===== config.mk =====
export PLATFORM = sky130hd
export DESIGN_NAME = pattern_gen
export DESIGN_NICKNAME = d
export VERILOG_FILES = /design/src/rtl/pattern_gen.sv
export SDC_FILE = /design/constraint.sdc
export NUM_CORES = 1
export LEC_CHECK = 0
export ABC_AREA = 1
export BUFFER_PORTS_ARGS = -buffer_cell sky130_fd_sc_hd__buf_2
export CORE_ASPECT_RATIO = 1.1
export CORE_MARGIN = 1
export CORE_UTILIZATION = 50
export CTS_BUF_LIST = sky130_fd_sc_hd__clkbuf_8
export CTS_CLUSTER_DIAMETER = 200
export DETAILED_ROUTE_END_ITERATION = 7
export GPL_ROUTABILITY_DRIVEN = 0
export PLACE_DENSITY = 0.77
export SYNTH_ARGS = -nofsm -noshare
export SYNTH_HDL_FRONTEND = slang
export SYNTH_SLANG_ARGS = --single-unit

===== constraint.sdc =====
create_clock -name clk -period 2.4 [get_ports clk]
set_input_delay 0.48 -clock clk [delete_from_list [all_inputs] [get_ports clk]]
set_output_delay 0.48 -clock clk [all_outputs]
set_load 0.01 [all_outputs]

===== src/rtl/pattern_gen.sv =====
// Serialises a latched frame of Bike/Car symbols, adds a programmable idle gap,
// and counts BCCCB occurrences in the emitted symbol stream.
module pattern_gen #(
   parameter logic B       = 1'b0,
   parameter logic C       = 1'b1,
   parameter int   FRAME_W = 8
) (
   input  logic               clk,
   input  logic               rst,
   input  logic               start,
   input  logic [FRAME_W-1:0] frame_in,
   input  logic [3:0]         frame_len,
   input  logic [3:0]         gap_in,
   output logic               ready,
   output logic               d_out,
   output logic               valid_out,
   output logic               done,
   output logic [7:0]         pat_count
);

   localparam int IW = (FRAME_W > 1) ? $clog2(FRAME_W) : 1;

   typedef enum logic [1:0] {IDLE, SEND, GAP} state_e;
   typedef enum logic [2:0] {T_RST, T_B, T_BC, T_BCC, T_BCCC} trk_e;

   state_e             state_q, state_d;
   trk_e               trk_q, trk_d;
   logic [FRAME_W-1:0] frame_q, frame_d;
   logic [3:0]         len_q, len_d;
   logic [3:0]         gap_q, gap_d;
   logic [3:0]         cnt_q, cnt_d;
   logic [3:0]         cnt_inc;
   logic [3:0]         eff_len;
   logic               ready_q, ready_d;
   logic               d_out_q, d_out_d;
   logic               valid_q, valid_d;
   logic               done_q, done_d;
   logic [7:0]         pat_q, pat_d;

   assign cnt_inc = cnt_q + 4'd1;

   always_comb begin
      eff_len = frame_len;
      if (frame_len == 4'd0 || frame_len > 4'(FRAME_W))
         eff_len = 4'(FRAME_W);
   end

   // Output registers are loaded from next-state values so every port is a flop
   // that already shows the symbol or status of the coming cycle.
   always_comb begin
      // NOTE: every comb output gets a default first so no path can infer a latch.
      state_d = state_q;
      frame_d = frame_q;
      len_d   = len_q;
      gap_d   = gap_q;
      cnt_d   = cnt_q;
      ready_d = 1'b0;
      d_out_d = 1'b0;
      valid_d = 1'b0;
      done_d  = 1'b0;
      case (state_q)
         IDLE: begin
            ready_d = 1'b1;
            if (start) begin
               frame_d = frame_in;
               len_d   = eff_len;
               gap_d   = gap_in;
               cnt_d   = 4'd0;
               state_d = SEND;
               ready_d = 1'b0;
               valid_d = 1'b1;
               d_out_d = frame_in[0];
            end
         end
         SEND: begin
            if (cnt_q == len_q - 4'd1) begin
               cnt_d = 4'd0;
               if (gap_q != 4'd0) begin
                  state_d = GAP;
               end else begin
                  state_d = IDLE;
                  ready_d = 1'b1;
                  done_d  = 1'b1;
               end
            end else begin
               cnt_d   = cnt_inc;
               valid_d = 1'b1;
               d_out_d = frame_q[cnt_inc[IW-1:0]];
            end
         end
         GAP: begin
            if (cnt_q == gap_q - 4'd1) begin
               state_d = IDLE;
               ready_d = 1'b1;
               done_d  = 1'b1;
            end else begin
               cnt_d = cnt_inc;
            end
         end
         default: begin
            state_d = IDLE;
            ready_d = 1'b1;
         end
      endcase
   end

   // Tracker watches the symbols actually on the outputs, so it naturally spans frames.
   always_comb begin
      trk_d = trk_q;
      pat_d = pat_q;
      if (!(trk_q inside {T_RST, T_B, T_BC, T_BCC, T_BCCC})) begin
         trk_d = T_RST;
      end else if (valid_q) begin
         if (d_out_q == B) begin
            trk_d = T_B;
            if (trk_q == T_BCCC && pat_q != 8'hFF)
               pat_d = pat_q + 8'd1;
         end else begin
            case (trk_q)
               T_B:     trk_d = T_BC;
               T_BC:    trk_d = T_BCC;
               T_BCC:   trk_d = T_BCCC;
               default: trk_d = T_RST;
            endcase
         end
      end
   end

   always_ff @(posedge clk) begin
      // NOTE: sequential state uses non-blocking assignments so all flops update together.
      if (rst) begin
         state_q <= IDLE;
         trk_q   <= T_RST;
         frame_q <= '0;
         len_q   <= '0;
         gap_q   <= '0;
         cnt_q   <= '0;
         ready_q <= 1'b1;
         d_out_q <= 1'b0;
         valid_q <= 1'b0;
         done_q  <= 1'b0;
         pat_q   <= '0;
      end else begin
         state_q <= state_d;
         trk_q   <= trk_d;
         frame_q <= frame_d;
         len_q   <= len_d;
         gap_q   <= gap_d;
         cnt_q   <= cnt_d;
         ready_q <= ready_d;
         d_out_q <= d_out_d;
         valid_q <= valid_d;
         done_q  <= done_d;
         pat_q   <= pat_d;
      end
   end

   assign ready     = ready_q;
   assign d_out     = d_out_q;
   assign valid_out = valid_q;
   assign done      = done_q;
   assign pat_count = pat_q;

endmodule


==> results.sh <==
export IMPL_cp_arrival_ps=1800
export IMPL_routed_wl_um=4060
export IMPL_yosys_mux_area_fraction_pct=0
export IMPL_cts_sinks=37
export IMPL_row_count=23
export IMPL_drive_above_1_share_pct=17.6
export IMPL_ys_warnings_count=0
export IMPL_final_core_util_pct=61.2
export IMPL_clk_pin_slew_ps=70
export IMPL_whs_ps=436
export IMPL_ios=31
export IMPL_grt_pass1_wl_um=6610
export IMPL_vias=1841
export IMPL_cp_cell_sequence="inv_1 > ha_1 > xnor2_1 > nor2_2 > nand3_2 > nand2_2 > nand2_1 > a21oi_1 > nor2_1"
export IMPL_hold_viol=0
export IMPL_synth_top_area_cell="dfxtp_1"
export IMPL_tns_ps=0
export IMPL_clock_fmax_mhz=617
export IMPL_tightest_slew_ps=408
export IMPL_postCtsSetupBuffers=0
export IMPL_synth_distinct_cells=29
export IMPL_holdPathEnd="len_q[1]$_SDFFE_PP0P_"
export IMPL_irDropWorstVdd_mv=0.500
export IMPL_syn_area_per_cell_um2=6.99
export IMPL_cts_inserted_buffers=5
export IMPL_drt_pass1_iterations=4
export IMPL_initialDrtViolationCount=47
export IMPL_die_area_um2=4230
export IMPL_crit_required_ps=2580
export IMPL_finClkSkew_ps=3.98
export IMPL_final_nets=345
export IMPL_ys_ff_latch=37
export IMPL_worst_r2r_path_depth=9
export IMPL_yosys_area_top_type_share_pct=37.3
export IMPL_cts_resized=0
export IMPL_ant_nets=0
export IMPL_worst_r2r_setup_slack_ps=780
export IMPL_grt_overflow=0
export IMPL_antenna_found_initial=0
export IMPL_synth_xor_area_share_pct=4.85
export IMPL_start_util_pct=53.5
export IMPL_pre_cts_slack_ps=801
export IMPL_track_usage_pct=21.5
export IMPL_status="complete, no violations"
export IMPL_ctsHoldBuffers=0
export IMPL_port_buffers=30
export IMPL_cts_htree_levels=2
export IMPL_cts_root_buf="clkbuf_8"
export IMPL_drc=0
export IMPL_startpoint_type="flop"
export IMPL_async_flop_share_pct=0
export IMPL_hpwl_um=3000
export IMPL_core_area_um2=3710
export IMPL_hp_class="input port to flop"
export IMPL_synthTopCellsByArea="dfxtp_1 37%, nand2_1 15%, nor2_1 6.6%"
export IMPL_worst_setup_path_type="flop to flop"
export IMPL_synth_top_family_by_area="simple AND/OR/NAND/NOR gates"
export IMPL_crit_slowest_cell="dfxtp_1"
export IMPL_synthTopCellsByCount="79 x nand2_1, 37 x dfxtp_1, 35 x nor2_1, 26 x inv_1, 21 x a21oi_1"
export IMPL_synth_simple_area_share_pct=32.0
export IMPL_finalCriticalPeriod_ps=1620
export IMPL_rr_endpoint="cnt_q[3]$_SDFFE_PP0P_"
export IMPL_cellPowerDensity_nw_per_um2=979
export IMPL_end_kind="flop"
export IMPL_rsz0062_at_grt="no"
export IMPL_first_global_vias=1557
export IMPL_netlist_instances=284
export IMPL_crit_fanout=4
export IMPL_ys_seq_area_share_pct=37.3
export IMPL_power_leakage_nw=1.10
export IMPL_synth_cell_area_um2=1980
export IMPL_maxCapViolations=0
export IMPL_synth_fp_nets=312
export IMPL_fin_ws_ps=778
export IMPL_die_y_um=68.1
export IMPL_avgRoutedWirePerCell_um=11.0
export IMPL_cts_buffer_depth=2
export IMPL_antennaDiodeCount=0
export IMPL_r2r_start="len_q[0]$_SDFFE_PP0P_"
export IMPL_slew_headroom_pct=72.8
export IMPL_area_growth_pct=14.6
export IMPL_die_w_um=62.1
export IMPL_max_stage_delay_ps=360
export IMPL_grt_max_degree=22
export IMPL_setup_viol=0
export IMPL_clk_latency_ps=290
export IMPL_yosysMostFrequentCell="nand2_1"
export IMPL_cts_tree="yes"
export IMPL_slew_violations=0
export IMPL_via_per_inst=5.00
export IMPL_synth_edf_count=0
export IMPL_synth_ff_type="dfxtp_1"
export IMPL_fin_crit_sh_pct=67.6
export IMPL_hold_depth=3
export IMPL_synthAdderAreaFrac_pct=5.67
export IMPL_min_from="frame_len[1]"
export IMPL_synth_compound_area_share_pct=12.2
-- worst max-delay path, delay by kind of cell, from the launching register on --
family	cells	cell delay (ps)
fa+ha+maj	1	310
buf+inv	1	80
xor+xnor	1	140
flops	1	360
compound gates	1	150
simple gates	5	480
-- stage by stage --
step	cell area (µm²)	power, mW	cells
6_report	2270	2.23	368
2_1_floorplan	1980	1.57	284
4_1_cts	2270	2.24	368
5_1_grt	2270	2.41	368
3_3_place_gp	2170	1.74	360
3_5_place_dp	2170	1.75	360
-- cell type report --
class	instances	area, µm²
Fill cell	368	1440
Multi-Input combinational cell	210	1090
Sequential cell	37	741
Timing Repair Buffer	32	165
Inverter	31	116
Clock buffer	7	96.3
Tap cell	50	62.6
Clock inverter	1	5.00
-- metal layers --
layer / GRT usage [%] / part of all wire, % / routed length, µm
met3: 5.86 / 4.0 / 163
met2: 37.0 / 48 / 1930
met4: 6.67 / 0.57 / 23
met5: 0 / 0 / 0
met1: 25.6 / 48 / 1940
-- how the worst max path moves through the flow --
stage	slack, ps	depth (start not counted)	end	from
5_1_grt	590	12	cnt_q[3]$_SDFFE_PP0P_	len_q[0]$_SDFFE_PP0P_
3_3_place_gp	820	9	cnt_q[3]$_SDFFE_PP0P_	len_q[0]$_SDFFE_PP0P_
6_report	780	9	cnt_q[3]$_SDFFE_PP0P_	len_q[0]$_SDFFE_PP0P_
2_1_floorplan	920	9	cnt_q[0]$_SDFFE_PP0P_	len_q[0]$_SDFFE_PP0P_
4_1_cts	780	9	cnt_q[3]$_SDFFE_PP0P_	len_q[0]$_SDFFE_PP0P_
3_5_place_dp	800	9	cnt_q[3]$_SDFFE_PP0P_	len_q[0]$_SDFFE_PP0P_
-- cells in the final DEF (no fill, tap or decap) --
master / count
clkinv_2: 1
o21ai_1: 1
xor2_1: 6
nand3b_4: 1
buf_2: 30
nand2_1: 79
clkbuf_8: 7
a21oi_2: 1
a32oi_1: 1
ha_1: 9
o2111a_1: 1
nand4_1: 3
o21ai_0: 16
a221oi_1: 1
inv_2: 4
a21oi_1: 21
xnor2_1: 5
clkinv_1: 1
nand2_4: 1
nor3_1: 2
buf_4: 2
nand3_1: 16
nor2_2: 3
inv_1: 26
a22oi_1: 2
nand2_2: 3
nand3_2: 3
dfxtp_1: 37
nor2_1: 35
-- power breakdown --
group / switching (mW) / internal, mW / total (mW)
Sequential: 0.109 / 0.736 / 0.845
Combinational: 0.568 / 0.336 / 0.904
Clock: 0.218 / 0.259 / 0.477
Total: 0.894 / 1.33 / 2.23
-- kinds of logic (layout without fill, tap and decap cells) --
family / Yosys count / in the layout
flip-flops: 37 / 37
adder cells (fa/ha/maj): 9 / 9
XOR/XNOR: 11 / 11
AO/OA/AOI/OAI: 44 / 44
AND/OR/NAND/NOR: 146 / 146
buffers and inverters: 37 / 71
-- state kept, by name, indices dropped and copies added, names as in the netlist --
register / flops
gap_q: 4
valid_out: 1
done: 1
frame_q: 8
state_q: 2
len_q: 4
d_out: 1
pat_count: 8
cnt_q: 4
ready: 1
trk_q: 3
Note: power is estimated with default switching activity, not from simulation.
